==> src/rtl/dr_chain_if.sv <==
// dr_chain_if: TAP-side data-register bus for dr_chain.
// Carries the serial path (TDI/TDO), the TAP DR state strobes, the decoded
// instruction selects, and the boundary pin interface.
//   master : TAP controller / instruction decoder (drives strobes and selects)
//   slave  : dr_chain (drives TDO, BSR_OUT, BSR_OE, SHIFT_CNT)
interface dr_chain_if #(
  parameter int unsigned BSR_WIDTH = 8,
  parameter int unsigned CNT_WIDTH = 8
);
  logic                 TDI;
  logic                 CAPTUREDR;
  logic                 SHIFTDR;
  logic                 UPDATEDR;
  logic                 BYPASS_SELECT;
  logic                 SAMPLE_SELECT;
  logic                 EXTEST_SELECT;
  logic                 INTEST_SELECT;
  logic                 CLAMP_SELECT;
  logic                 HIGHZ_SELECT;
  logic                 IDCODE_SELECT;
  logic                 USERCODE_SELECT;
  logic [BSR_WIDTH-1:0] PIN_IN;
  logic [BSR_WIDTH-1:0] BSR_OUT;
  logic                 BSR_OE;
  logic                 TDO;
  logic [CNT_WIDTH-1:0] SHIFT_CNT;

  modport master (
    output TDI, CAPTUREDR, SHIFTDR, UPDATEDR,
    output BYPASS_SELECT, SAMPLE_SELECT, EXTEST_SELECT, INTEST_SELECT,
    output CLAMP_SELECT, HIGHZ_SELECT, IDCODE_SELECT, USERCODE_SELECT,
    output PIN_IN,
    input  BSR_OUT, BSR_OE, TDO, SHIFT_CNT
  );

  modport slave (
    input  TDI, CAPTUREDR, SHIFTDR, UPDATEDR,
    input  BYPASS_SELECT, SAMPLE_SELECT, EXTEST_SELECT, INTEST_SELECT,
    input  CLAMP_SELECT, HIGHZ_SELECT, IDCODE_SELECT, USERCODE_SELECT,
    input  PIN_IN,
    output BSR_OUT, BSR_OE, TDO, SHIFT_CNT
  );
endinterface

==> src/rtl/dr_chain.sv <==
// dr_chain: JTAG data-register chain (BSR, IDCODE, optional USERCODE, BYPASS).
// Ports:
//   TCK   - sole clock; all state on posedge except TDO (negedge)
//   TRST  - asynchronous active-high reset
//   dr    - dr_chain_if.slave: TDI, CAPTUREDR/SHIFTDR/UPDATEDR, instruction
//           selects, PIN_IN in; TDO, BSR_OUT, BSR_OE, SHIFT_CNT out
// Build option: define DR_CHAIN_USERCODE_EN to include the USERCODE register;
// without it USERCODE_SELECT routes through the bypass bit.
module dr_chain #(
  parameter int unsigned         BSR_WIDTH  = 8,
  parameter int unsigned         ID_WIDTH   = 32,
  parameter logic [ID_WIDTH-1:0] ID_VALUE   = ID_WIDTH'(32'h000000A1),
  parameter logic [ID_WIDTH-1:0] USER_VALUE = ID_WIDTH'(32'h00000099),
  parameter int unsigned         CNT_WIDTH  = 8
) (
  input  logic       TCK,
  input  logic       TRST,
  dr_chain_if.slave  dr
);

  logic                 sel_id;
  logic                 sel_bsr;
  logic                 highz_c;
  logic                 tdo_c;
  logic [BSR_WIDTH-1:0] bsr_sr;
  logic [BSR_WIDTH-1:0] bsr_out;
  logic [ID_WIDTH-1:0]  id_sr;
  logic                 byp_sr;
  logic [CNT_WIDTH-1:0] shift_cnt;
  logic                 tdo_q;
`ifdef DR_CHAIN_USERCODE_EN
  logic                 sel_user;
  logic [ID_WIDTH-1:0]  user_sr;
`endif

  // Instruction priority: IDCODE > USERCODE > SAMPLE/EXTEST/INTEST > rest (bypass)
  always_comb begin
    sel_id   = 1'b0;
    sel_bsr  = 1'b0;
    highz_c  = 1'b0;
`ifdef DR_CHAIN_USERCODE_EN
    sel_user = 1'b0;
`endif
    if (dr.IDCODE_SELECT) begin
      sel_id = 1'b1;
    end else if (dr.USERCODE_SELECT) begin
`ifdef DR_CHAIN_USERCODE_EN
      sel_user = 1'b1;
`endif
      // without the USERCODE register this falls to the bypass bit
    end else if (dr.SAMPLE_SELECT || dr.EXTEST_SELECT || dr.INTEST_SELECT) begin
      sel_bsr = 1'b1;
    end else begin
      highz_c = dr.HIGHZ_SELECT;
    end
  end

  // Serial output mux: LSB of the selected shift register
  always_comb begin
    tdo_c = byp_sr;
    if (sel_id) begin
      tdo_c = id_sr[0];
`ifdef DR_CHAIN_USERCODE_EN
    end else if (sel_user) begin
      tdo_c = user_sr[0];
`endif
    end else if (sel_bsr) begin
      tdo_c = bsr_sr[0];
    end
  end

  // Shift registers: capture beats shift; only the selected register moves
  always_ff @(posedge TCK or posedge TRST) begin
    if (TRST) begin
      bsr_sr  <= '0;
      id_sr   <= ID_VALUE;
      byp_sr  <= 1'b0;
`ifdef DR_CHAIN_USERCODE_EN
      user_sr <= USER_VALUE;
`endif
    end else if (dr.CAPTUREDR) begin
      if (sel_id) begin
        id_sr <= ID_VALUE;
`ifdef DR_CHAIN_USERCODE_EN
      end else if (sel_user) begin
        user_sr <= USER_VALUE;
`endif
      end else if (sel_bsr) begin
        bsr_sr <= dr.PIN_IN;
      end else begin
        byp_sr <= 1'b0;
      end
    end else if (dr.SHIFTDR) begin
      // {TDI, reg} >> 1 places TDI in the MSB and works for 1-bit registers
      if (sel_id) begin
        id_sr <= ID_WIDTH'({dr.TDI, id_sr} >> 1);
`ifdef DR_CHAIN_USERCODE_EN
      end else if (sel_user) begin
        user_sr <= ID_WIDTH'({dr.TDI, user_sr} >> 1);
`endif
      end else if (sel_bsr) begin
        bsr_sr <= BSR_WIDTH'({dr.TDI, bsr_sr} >> 1);
      end else begin
        byp_sr <= dr.TDI;
      end
    end
  end

  // Shift counter: cleared on capture, saturating increment on shift
  always_ff @(posedge TCK or posedge TRST) begin
    if (TRST) begin
      shift_cnt <= '0;
    end else if (dr.CAPTUREDR) begin
      shift_cnt <= '0;
    end else if (dr.SHIFTDR && (shift_cnt != {CNT_WIDTH{1'b1}})) begin
      shift_cnt <= shift_cnt + CNT_WIDTH'(1);
    end
  end

  // Update latch: only boundary-scan instructions drive new pin values
  always_ff @(posedge TCK or posedge TRST) begin
    if (TRST) begin
      bsr_out <= '0;
    end else if (dr.UPDATEDR && sel_bsr) begin
      bsr_out <= bsr_sr;
    end
  end

  // TDO retimed on the falling edge
  always_ff @(negedge TCK or posedge TRST) begin
    if (TRST) begin
      tdo_q <= 1'b0;
    end else begin
      tdo_q <= tdo_c;
    end
  end

  assign dr.TDO       = tdo_q;
  assign dr.BSR_OUT   = bsr_out;
  assign dr.BSR_OE    = ~highz_c;
  assign dr.SHIFT_CNT = shift_cnt;

endmodule

==> src/flat_wrapper.sv <==
// flat-port wrapper written by rule: the top's interface ports become plain ports
module dr_chain_flat 
#(
  parameter int unsigned         BSR_WIDTH  = 8,
  parameter int unsigned         ID_WIDTH   = 32,
  parameter logic [ID_WIDTH-1:0] ID_VALUE   = ID_WIDTH'(32'h000000A1),
  parameter logic [ID_WIDTH-1:0] USER_VALUE = ID_WIDTH'(32'h00000099),
  parameter int unsigned         CNT_WIDTH  = 8
)
  (TCK, TRST, dr_TDI, dr_CAPTUREDR, dr_SHIFTDR, dr_UPDATEDR, dr_BYPASS_SELECT, dr_SAMPLE_SELECT, dr_EXTEST_SELECT, dr_INTEST_SELECT, dr_CLAMP_SELECT, dr_HIGHZ_SELECT, dr_IDCODE_SELECT, dr_USERCODE_SELECT, dr_PIN_IN, dr_BSR_OUT, dr_BSR_OE, dr_TDO, dr_SHIFT_CNT);
  dr_chain_if #(.BSR_WIDTH(BSR_WIDTH), .CNT_WIDTH(CNT_WIDTH)) dr_i ();
  input  logic TCK;
  input  logic TRST;
  input wire logic [$bits(dr_i.TDI)-1:0] dr_TDI;
  input wire logic [$bits(dr_i.CAPTUREDR)-1:0] dr_CAPTUREDR;
  input wire logic [$bits(dr_i.SHIFTDR)-1:0] dr_SHIFTDR;
  input wire logic [$bits(dr_i.UPDATEDR)-1:0] dr_UPDATEDR;
  input wire logic [$bits(dr_i.BYPASS_SELECT)-1:0] dr_BYPASS_SELECT;
  input wire logic [$bits(dr_i.SAMPLE_SELECT)-1:0] dr_SAMPLE_SELECT;
  input wire logic [$bits(dr_i.EXTEST_SELECT)-1:0] dr_EXTEST_SELECT;
  input wire logic [$bits(dr_i.INTEST_SELECT)-1:0] dr_INTEST_SELECT;
  input wire logic [$bits(dr_i.CLAMP_SELECT)-1:0] dr_CLAMP_SELECT;
  input wire logic [$bits(dr_i.HIGHZ_SELECT)-1:0] dr_HIGHZ_SELECT;
  input wire logic [$bits(dr_i.IDCODE_SELECT)-1:0] dr_IDCODE_SELECT;
  input wire logic [$bits(dr_i.USERCODE_SELECT)-1:0] dr_USERCODE_SELECT;
  input wire logic [$bits(dr_i.PIN_IN)-1:0] dr_PIN_IN;
  output wire logic [$bits(dr_i.BSR_OUT)-1:0] dr_BSR_OUT;
  output wire logic [$bits(dr_i.BSR_OE)-1:0] dr_BSR_OE;
  output wire logic [$bits(dr_i.TDO)-1:0] dr_TDO;
  output wire logic [$bits(dr_i.SHIFT_CNT)-1:0] dr_SHIFT_CNT;
  assign dr_i.TDI = dr_TDI;
  assign dr_i.CAPTUREDR = dr_CAPTUREDR;
  assign dr_i.SHIFTDR = dr_SHIFTDR;
  assign dr_i.UPDATEDR = dr_UPDATEDR;
  assign dr_i.BYPASS_SELECT = dr_BYPASS_SELECT;
  assign dr_i.SAMPLE_SELECT = dr_SAMPLE_SELECT;
  assign dr_i.EXTEST_SELECT = dr_EXTEST_SELECT;
  assign dr_i.INTEST_SELECT = dr_INTEST_SELECT;
  assign dr_i.CLAMP_SELECT = dr_CLAMP_SELECT;
  assign dr_i.HIGHZ_SELECT = dr_HIGHZ_SELECT;
  assign dr_i.IDCODE_SELECT = dr_IDCODE_SELECT;
  assign dr_i.USERCODE_SELECT = dr_USERCODE_SELECT;
  assign dr_i.PIN_IN = dr_PIN_IN;
  assign dr_BSR_OUT = dr_i.BSR_OUT;
  assign dr_BSR_OE = dr_i.BSR_OE;
  assign dr_TDO = dr_i.TDO;
  assign dr_SHIFT_CNT = dr_i.SHIFT_CNT;
  dr_chain #(.BSR_WIDTH(BSR_WIDTH), .ID_WIDTH(ID_WIDTH), .ID_VALUE(ID_VALUE), .USER_VALUE(USER_VALUE), .CNT_WIDTH(CNT_WIDTH)) u_core (.TCK(TCK), .TRST(TRST), .dr(dr_i));
endmodule
==> config.mk <==
export PLATFORM = sky130hd
export DESIGN_NAME = dr_chain_flat
export DESIGN_NICKNAME = d
export VERILOG_FILES = /design/src/rtl/dr_chain_if.sv /design/src/rtl/dr_chain.sv /design/src/flat_wrapper.sv
export SDC_FILE = /design/constraint.sdc
export NUM_CORES = 1
export LEC_CHECK = 0
export BUFFER_PORTS_ARGS = -buffer_cell sky130_fd_sc_hd__buf_2
export CAP_MARGIN = 20
export CELL_PAD_IN_SITES_DETAIL_PLACEMENT = 1
export CELL_PAD_IN_SITES_GLOBAL_PLACEMENT = 1
export CORE_UTILIZATION = 47
export DETAILED_ROUTE_END_ITERATION = 7
export GPL_ROUTABILITY_DRIVEN = 0
export PLACE_DENSITY = 0.87
export SLEW_MARGIN = 5
export SYNTH_ARGS = -nofsm -noshare
export SYNTH_HDL_FRONTEND = slang
export SYNTH_SLANG_ARGS = --single-unit
==> constraint.sdc <==
create_clock -name TCK -period 4.8 [get_ports TCK]
set_input_delay 0.96 -clock TCK [delete_from_list [all_inputs] [get_ports TCK]]
set_output_delay 0.96 -clock TCK [all_outputs]
set_load 0.01 [all_outputs]
; Yosys cells after proc, flatten, opt, wreduce, memory -nomap -nowiden
; Cells that the tools add are included.
[totals]
wordCells = 47
ramBits = 0
latchBits = 0
memories = 0
in_bits = 22
rom_bits = 0
out_inout_bits = 18
register_bits = 58
[classes]
add_sub_neg = 1
n_bitwise = 3
shifts = 0
n_div = 0
magnitude_cmp = 0
reduce_logical = 9
eq_ne = 1
multipliers = 0
n_mux = 27
[op_table]
columns = op, n
row1 = $mux 32, 4
row2 = $mux 8, 8
row3 = $mux 1, 15
row4 = $add 8x1->8 const B, 1
row5 = $ne 8x8->1 const B, 1
row6 = $reduce_and 3->1, 2
row7 = $reduce_bool 2->1, 2
row8 = $not 1->1, 3
row9 = $logic_and 1x1->1, 2
row10 = $logic_or 1x1->1, 2
row11 = $reduce_and 2->1, 1

; Depth between registers and ports, before layout
; Gate-level depths: netlist of run 1.
[depth]
word_depth = 9
ltp_mapped = 5
ltp_nobuf = 4

==> out/metrics.csv, run 1 <==
stage;metric;value;unit
run_status;status;finished clean;
clock_tree;clockRootBuffer;clkbuf_8;
route;drt-initial-drc-count;107;
pwr;p_leak;1.35;nW
place;dp_slack;0.608;ns
logic_synthesis;syn-instance-count;255;
critical_path;worstSetupStartpointType;flop;
critical_path;critPathTopFamily;flip-flops;
clock_tree;cts-htree-levels;3;
logic_synthesis;ys_ff_latch;58;
timing;setup_viol;0;
floorplanning;die_w;76.2;um
global_route;grt_first_pass_wirelength;10500;um
floorplanning;fp.dieH;76.2;um
route;drt_pass1_iterations;4;
route;drtAntennaViolNets;0;
timing;report.final.slew_viol_count;0;
pwr;finalPower;1.15;mW
layout;layout-drive-gt1-share;0.259;
critical_path;path_buf_inv;1;
floorplanning;coreArea;5200;um^2
timing;rsz0062_at_grt;false;
clock_tree;clockBufferDepth;2;
route;totalWireLength;6060;um
timing;finalHoldViolations;0;
timing;fin_worst_skew;0.0115;ns
floorplanning;fp.dieArea;5800;um^2
pwr;power.density;380;nW/um^2
layout;stdcell_area;3020;um^2
clock_tree;clk_latency;0.33;ns
global_route;grt_max_degree;65;
logic_synthesis;synth_ff_type;dfrtp_1;
place;dp_hpwl;3910;um
timing;worst_hold_slack;0.489;ns
logic_synthesis;ys_seq_area_frac;0.563;
logic_synthesis;avgSynthCellArea;10.1;um^2
layout;fin_nets;315;
place;postPlaceCellArea;2830;um^2
global_route;grt_pass1_vias;2132;
clock_tree;postCtsHoldBufs;0;
critical_path;crit_chain;buf_2;
layout;finalCoreUtilization;0.579;
critical_path;path_max_fanout;1;
critical_path;endpoint_kind;primary output;
clock_tree;cts_resized;0;
global_route;global_route.usage.total;0.233;
logic_synthesis;async_reset_ff_frac;1.00;
layout;multi_input_area;1060;um^2
layout;n_fill_cell;601;
logic_synthesis;synth_top_family_by_area;simple AND/OR/NAND/NOR gates;
route;vias_per_cell;5.47;
floorplanning;num_rows;26;
timing;setup-tns-final;0;ns
flow_run;max_cap_violations;0;
layout;regArea;1460;um^2
logic_synthesis;synthMuxAreaShare;0.0518;
critical_path;crit_arrival;3.22;ns
logic_synthesis;yosysWarnings;0;
layout;diodes;0;
pwr;ir_worst_vdd;0.267;mV
clock_tree;clock_sinks;58;
route;remaining_drc_errors;0;
clock_tree;post-cts-setup-buffers;0;
logic_synthesis;synth_compound_area_frac;0.146;
timing;worstMarginPinSlew;0.730;ns
critical_path;cp_data_required_time;3.84;ns
timing;setup_ws;0.622;ns
logic_synthesis;synth.distinct_cells;41;
logic_synthesis;synth_nets;278;
critical_path;cp_slowest_cell;dfrtn_1;
place;portBuffers;37;
global_route;overflow;0;
logic_synthesis;synthXorXnorAreaFrac;0;
floorplanning;ios;40;
timing;relSlewSlack;0.513;
clock_tree;numCtsBuffers;9;
floorplanning;start_util;0.497;
place;placed_cells;351;
min_path;hp-class;flop to flop;
logic_synthesis;synth-edff-count;0;
logic_synthesis;synth_area;2590;um^2
critical_path;crit_type;flop to primary output;
route;wl_per_cell;16.5;um
logic_synthesis;synth_fa_ha_area_frac;0.00484;
clock_tree;clk_pin_slew_worst_paths;0.07;ns
route;via_count;2006;
logic_synthesis;yosys.area_share.simple;0.205;
critical_path;max_stage_delay;0.38;ns
layout;final-instance-count-excl-fill;367;
layout;area_delta_synth_final;16.6;%
clock_tree;tritoncts;done;
global_route;antenna_found_initial;0;
-- layout make-up --
type,instances,area share
Clock buffer,12,0.0548
Clock inverter,4,0.00830
Inverter,4,0.00498
Multi-Input combinational cell,179,0.351
Sequential cell,58,0.483
Tap cell,70,0.0290
Timing Repair Buffer,40,0.0689
-- placed cells by master, fill, tap and decap left out, types with 2 or more instances in the layout --
| cell | count |
|---|---|
| a211oi_1 | 2 |
| clkinvlp_4 | 2 |
| nor2_1 | 9 |
| nor3_1 | 4 |
| clkbuf_8 | 12 |
| a31oi_1 | 3 |
| buf_4 | 3 |
| dfstp_2 | 3 |
| o21ai_0 | 34 |
| a21oi_1 | 3 |
| inv_1 | 2 |
| buf_2 | 37 |
| o2bb2ai_1 | 7 |
| a22oi_1 | 6 |
| clkinv_2 | 2 |
| dfrtp_1 | 54 |
| mux2_2 | 11 |
| nand2b_1 | 14 |
| nand3_1 | 6 |
| nand3b_1 | 2 |
| nor2b_1 | 5 |
| nand2_1 | 50 |
| nand4_1 | 5 |
-- cells by family (layout without fill, tap and decap cells) --
logic type / after synthesis / count (layout)
adders and majority gates: 1 / 1
AOI/OAI and AO/OA: 61 / 61
muxes: 12 / 12
and+or+nand+nor: 105 / 105
DFF: 58 / 58
buffers and inverters: 18 / 60
-- synth_stat cells, types with 2 or more instances --
cell / count / area share
nand3b_1: 2 / 0.0058
o21ai_0: 34 / 0.066
nor3_1: 4 / 0.0077
nand4_1: 5 / 0.012
a31oi_1: 3 / 0.0073
o2bb2ai_1: 7 / 0.024
nand2_1: 50 / 0.073
nor2b_1: 5 / 0.012
nand2b_1: 14 / 0.034
nand3_1: 6 / 0.012
a21oi_1: 3 / 0.0058
a211oi_1: 2 / 0.0058
inv_1: 3 / 0.0044
a22oi_1: 6 / 0.017
nor2_1: 9 / 0.013
mux2_2: 11 / 0.048
dfrtp_1: 54 / 0.52
clkbuf_1: 9 / 0.013
buf_2: 3 / 0.0058
dfstp_2: 3 / 0.030
buf_4: 2 / 0.0058
-- power breakdown --
part	switching [mW]	internal (mW)	total (mW)
logic	0.0824	0.0656	0.148
registers	0.0345	0.540	0.575
clock network	0.196	0.228	0.423
-- final timing paths --
path	startpoint	end	slack, ns	cells after the start
setup reg to reg	u_core.bsr_sr[0]$_DFFE_PP0P_	u_core.dr.TDO$_DFF_NP0_	1.63	2
setup / recovery	u_core.dr.TDO$_DFF_NP0_	dr_TDO	0.62	1
max in group asynchronous	TRST	u_core.dr.TDO$_DFF_NP0_	1.88	2
hold / removal	u_core.id_sr[31]$_DFFE_PP0P_	u_core.id_sr[31]$_DFFE_PP0P_	0.49	2
min in group asynchronous	TRST	u_core.id_sr[18]$_DFFE_PP0P_	0.88	3
hold reg to reg	u_core.id_sr[31]$_DFFE_PP0P_	u_core.id_sr[31]$_DFFE_PP0P_	0.49	2
-- routing by layer --
| metal | GRT usage | up-vias | routed length (um) |
|---|---|---|---|
| li1 | - | 962 | - |
| met3 | 0.0419 | 8 | 161 |
| met1 | 0.294 | 1014 | 2750 |
| met5 | 0 | - | 0 |
| met2 | 0.389 | 22 | 3080 |
| met4 | 0.110 | 0 | 68 |
-- flip-flops by register name, indices dropped and copies added (netlist names) --
name and cells:
u_core.byp_sr 1, u_core.bsr_sr 8, u_core.id_sr 32, u_core.dr.SHIFT_CNT 8, u_core.dr.BSR_OUT 8, u_core.dr.TDO 1
No activity file was read; power rests on OpenSTA's default activity.
==> run 2: changes to the inputs <==
--- a/config.mk
+++ b/config.mk
@@ -10,9 +10,11 @@
 export CELL_PAD_IN_SITES_DETAIL_PLACEMENT = 1
 export CELL_PAD_IN_SITES_GLOBAL_PLACEMENT = 1
 export CORE_UTILIZATION = 47
+export CTS_CLUSTER_SIZE = 28
 export DETAILED_ROUTE_END_ITERATION = 7
 export GPL_ROUTABILITY_DRIVEN = 0
-export PLACE_DENSITY = 0.87
+export MAX_ROUTING_LAYER = met4
+export PLACE_DENSITY_LB_ADDON = 0.1
 export SLEW_MARGIN = 5
 export SYNTH_ARGS = -nofsm -noshare
 export SYNTH_HDL_FRONTEND = slang
==> run 2 against run 1 <==
Via count down 1.6%; worst hold slack worse by 0.0044 ns; register-to-register slack better by 0.02 ns; global-route usage down 0.65 points; routed wire length down 8.8%; sequential share of layout area down 0.85 points; core utilization up 1.0 points; highest routed layer unchanged; setup slack better by 0.0077 ns; sequential cell count unchanged.
==> out/metrics.csv, run 2 (same netlist as run 1, synthesis figures left out) <==
stage;metric;value;unit;change
place;portBuffers;37;;unchanged
route;drtAntennaViolNets;0;;unchanged
global_route;antenna_found_initial;0;;unchanged
global_route;grt_first_pass_wirelength;10000;um;-4.5%
route;wl_met2;2660;um;-14%
critical_path;crit_chain;buf_2;;
min_path;hp-class;flop to flop;;
critical_path;cp_slowest_cell;dfrtn_1;;
critical_path;endpoint_kind;primary output;;
timing;worstMarginPinSlew;0.881;ns;+0.151 ns
route;wl_per_cell;15.1;um;-8.6%
layout;final-instance-count-excl-fill;366;;-0.27%
floorplanning;start_util;0.497;;unchanged
critical_path;max_stage_delay;0.38;ns;about the same
clock_tree;numCtsBuffers;9;;unchanged
critical_path;startpoint;u_core.dr.TDO$_DFF_NP0_;;
clock_tree;clockBufferDepth;2;;unchanged
clock_tree;clockRootBuffer;clkbuf_8;;
place;dp_slack;0.404;ns;-0.204 ns
pwr;power.density;417;nW/um^2;+9.9%
critical_path;crit-reg2reg-launch;u_core.byp_sr$_DFFE_PP0P_;;
critical_path;crit_end;dr_TDO;;
timing;rsz0062_at_grt;false;;
layout;area_delta_synth_final;18.7;%;
pwr;p_leak;1.38;nW;+2.3%
floorplanning;fp.dieArea;5800;um^2;unchanged
timing;setup_viol;0;;unchanged
pwr;ir_worst_vdd;0.209;mV;-22%
route;vias_per_cell;5.39;;-1.4%
pwr;finalPower;1.28;mW;+12%
min_path;worstHoldStart;u_core.id_sr[28]$_DFFE_PP0P_;;
critical_path;worstSetupStartpointType;flop;;
clock_tree;clk_pin_slew_worst_paths;0.06;ns;about the same
floorplanning;fp.dieH;76.2;um;unchanged
clock_tree;postCtsHoldBufs;0;;unchanged
critical_path;r2r_setup_slack;1.65;ns;+0.02 ns
route;wl_met1;2620;um;-4.5%
floorplanning;coreArea;5200;um^2;unchanged
layout;largest_register_ffs;32;;unchanged
global_route;overflow;0;;unchanged
route;wl_met3;167;um;+3.7%
route;drt-initial-drc-count;91;;-15%
layout;fin_nets;314;;-0.32%
floorplanning;die_w;76.2;um;unchanged
route;drt_pass1_iterations;5;;+1
timing;finalHoldViolations;0;;unchanged
flow_run;max_cap_violations;0;;unchanged
clock_tree;clk_latency;0.32;ns;about the same
floorplanning;num_rows;26;;unchanged
clock_tree;post-cts-setup-buffers;0;;unchanged
timing;report.final.slew_viol_count;0;;unchanged
critical_path;path_buf_inv;1;;unchanged
critical_path;crit_arrival;3.21;ns;about the same
route;totalWireLength;5530;um;-8.8%
critical_path;path_max_fanout;1;;unchanged
timing;setup_ws;0.630;ns;+0.00766 ns
critical_path;r2r_end;u_core.dr.TDO$_DFF_NP0_;;
critical_path;cp.depth;1;;unchanged
critical_path;cp_data_required_time;3.84;ns;about the same
place;placed_cells;350;;-0.28%
place;dp_hpwl;3460;um;-12%
route;via_count;1973;;-1.6%
critical_path;crit_type;flop to primary output;;
layout;n_fill_cell;605;;+0.67%
critical_path;reg2reg_depth;2;;unchanged
layout;final_cell_mix;dfrtp_1, nand2_1, buf_2;;
timing;setup-tns-final;0;ns;unchanged
timing;fin_worst_skew;0.00806;ns;-0.00347 ns
timing;relSlewSlack;0.411;;-0.103
layout;layout_commonest_cell;dfrtp_1;;
run_status;status;finished clean;;
route;highest_layer;met4;;
layout;diodes;0;;unchanged
route;remaining_drc_errors;0;;unchanged
global_route;grt_pass1_vias;2117;;-0.70%
floorplanning;ios;40;;unchanged
layout;layout-drive-gt1-share;0.257;;-0.00250
critical_path;critPathTopFamily;flip-flops;;
clock_tree;tritoncts;done;;
layout;top_register;u_core.id_sr;;
global_route;global_route.usage.total;0.226;;-0.00646
clock_tree;cts-htree-levels;3;;unchanged
clock_tree;cts_resized;0;;unchanged
clock_tree;clock_sinks;58;;unchanged
global_route;grt_max_degree;58;;-11%
## run 2: changes by cell type in the layout (fill, tap and decap cells not counted)
cell / before / now
bufinv_16: 0 / 3
clkbuf_8: 12 / 11
clkinvlp_4: 2 / 0
buf_4: 3 / 2
## run 2: worst min path at each step
stage	to	slack [ns]	depth (start not counted)
floorplan	u_core.id_sr[23]$_DFFE_PP0P_	0.45	2
global placement	u_core.id_sr[4]$_DFFE_PP0P_	0.46	2
CTS	u_core.id_sr[20]$_DFFE_PP0P_	0.49	2
global route	u_core.id_sr[17]$_DFFE_PP0P_	0.50	2
finish	u_core.id_sr[28]$_DFFE_PP0P_	0.48	2
detailed placement	u_core.id_sr[20]$_DFFE_PP0P_	0.47	2
## run 2: power breakdown
group          switching [mW]  total, mW  internal [mW]
Sequential             0.0310      0.571          0.540
Combinational          0.0805      0.146         0.0652
Clock                   0.193      0.564          0.371
Total                   0.304       1.28          0.977
## run 2: per-layer routing
metal | up-vias | GRT usage
met1 | 968 | 0.291
met2 | 33 | 0.354
met3 | 9 | 0.0407
met4 | 0 | 0.0981
li1 | 963 | -
met5 | - | -
## run 2: metrics by stage
stage	area [um^2]	utilization	hold WS [ns]
2_1_floorplan	2590	-	0.450
6_report	3070	0.590	0.485
3_3_place_gp	2820	0.541	0.463
5_1_grt	3070	0.590	0.503
3_5_place_dp	2820	0.541	0.472
4_1_cts	3070	0.590	0.487
## run 2: area by class of cell
type,count,area (um^2),area share
clock inverters,5,100,0.0326
repair buffers,39,200,0.0652
clock buffers,11,151,0.0493
inverters,4,15.0,0.00489
multi-input cells,179,1060,0.345
flip-flops and latches,58,1460,0.474
well taps,70,87.6,0.0285
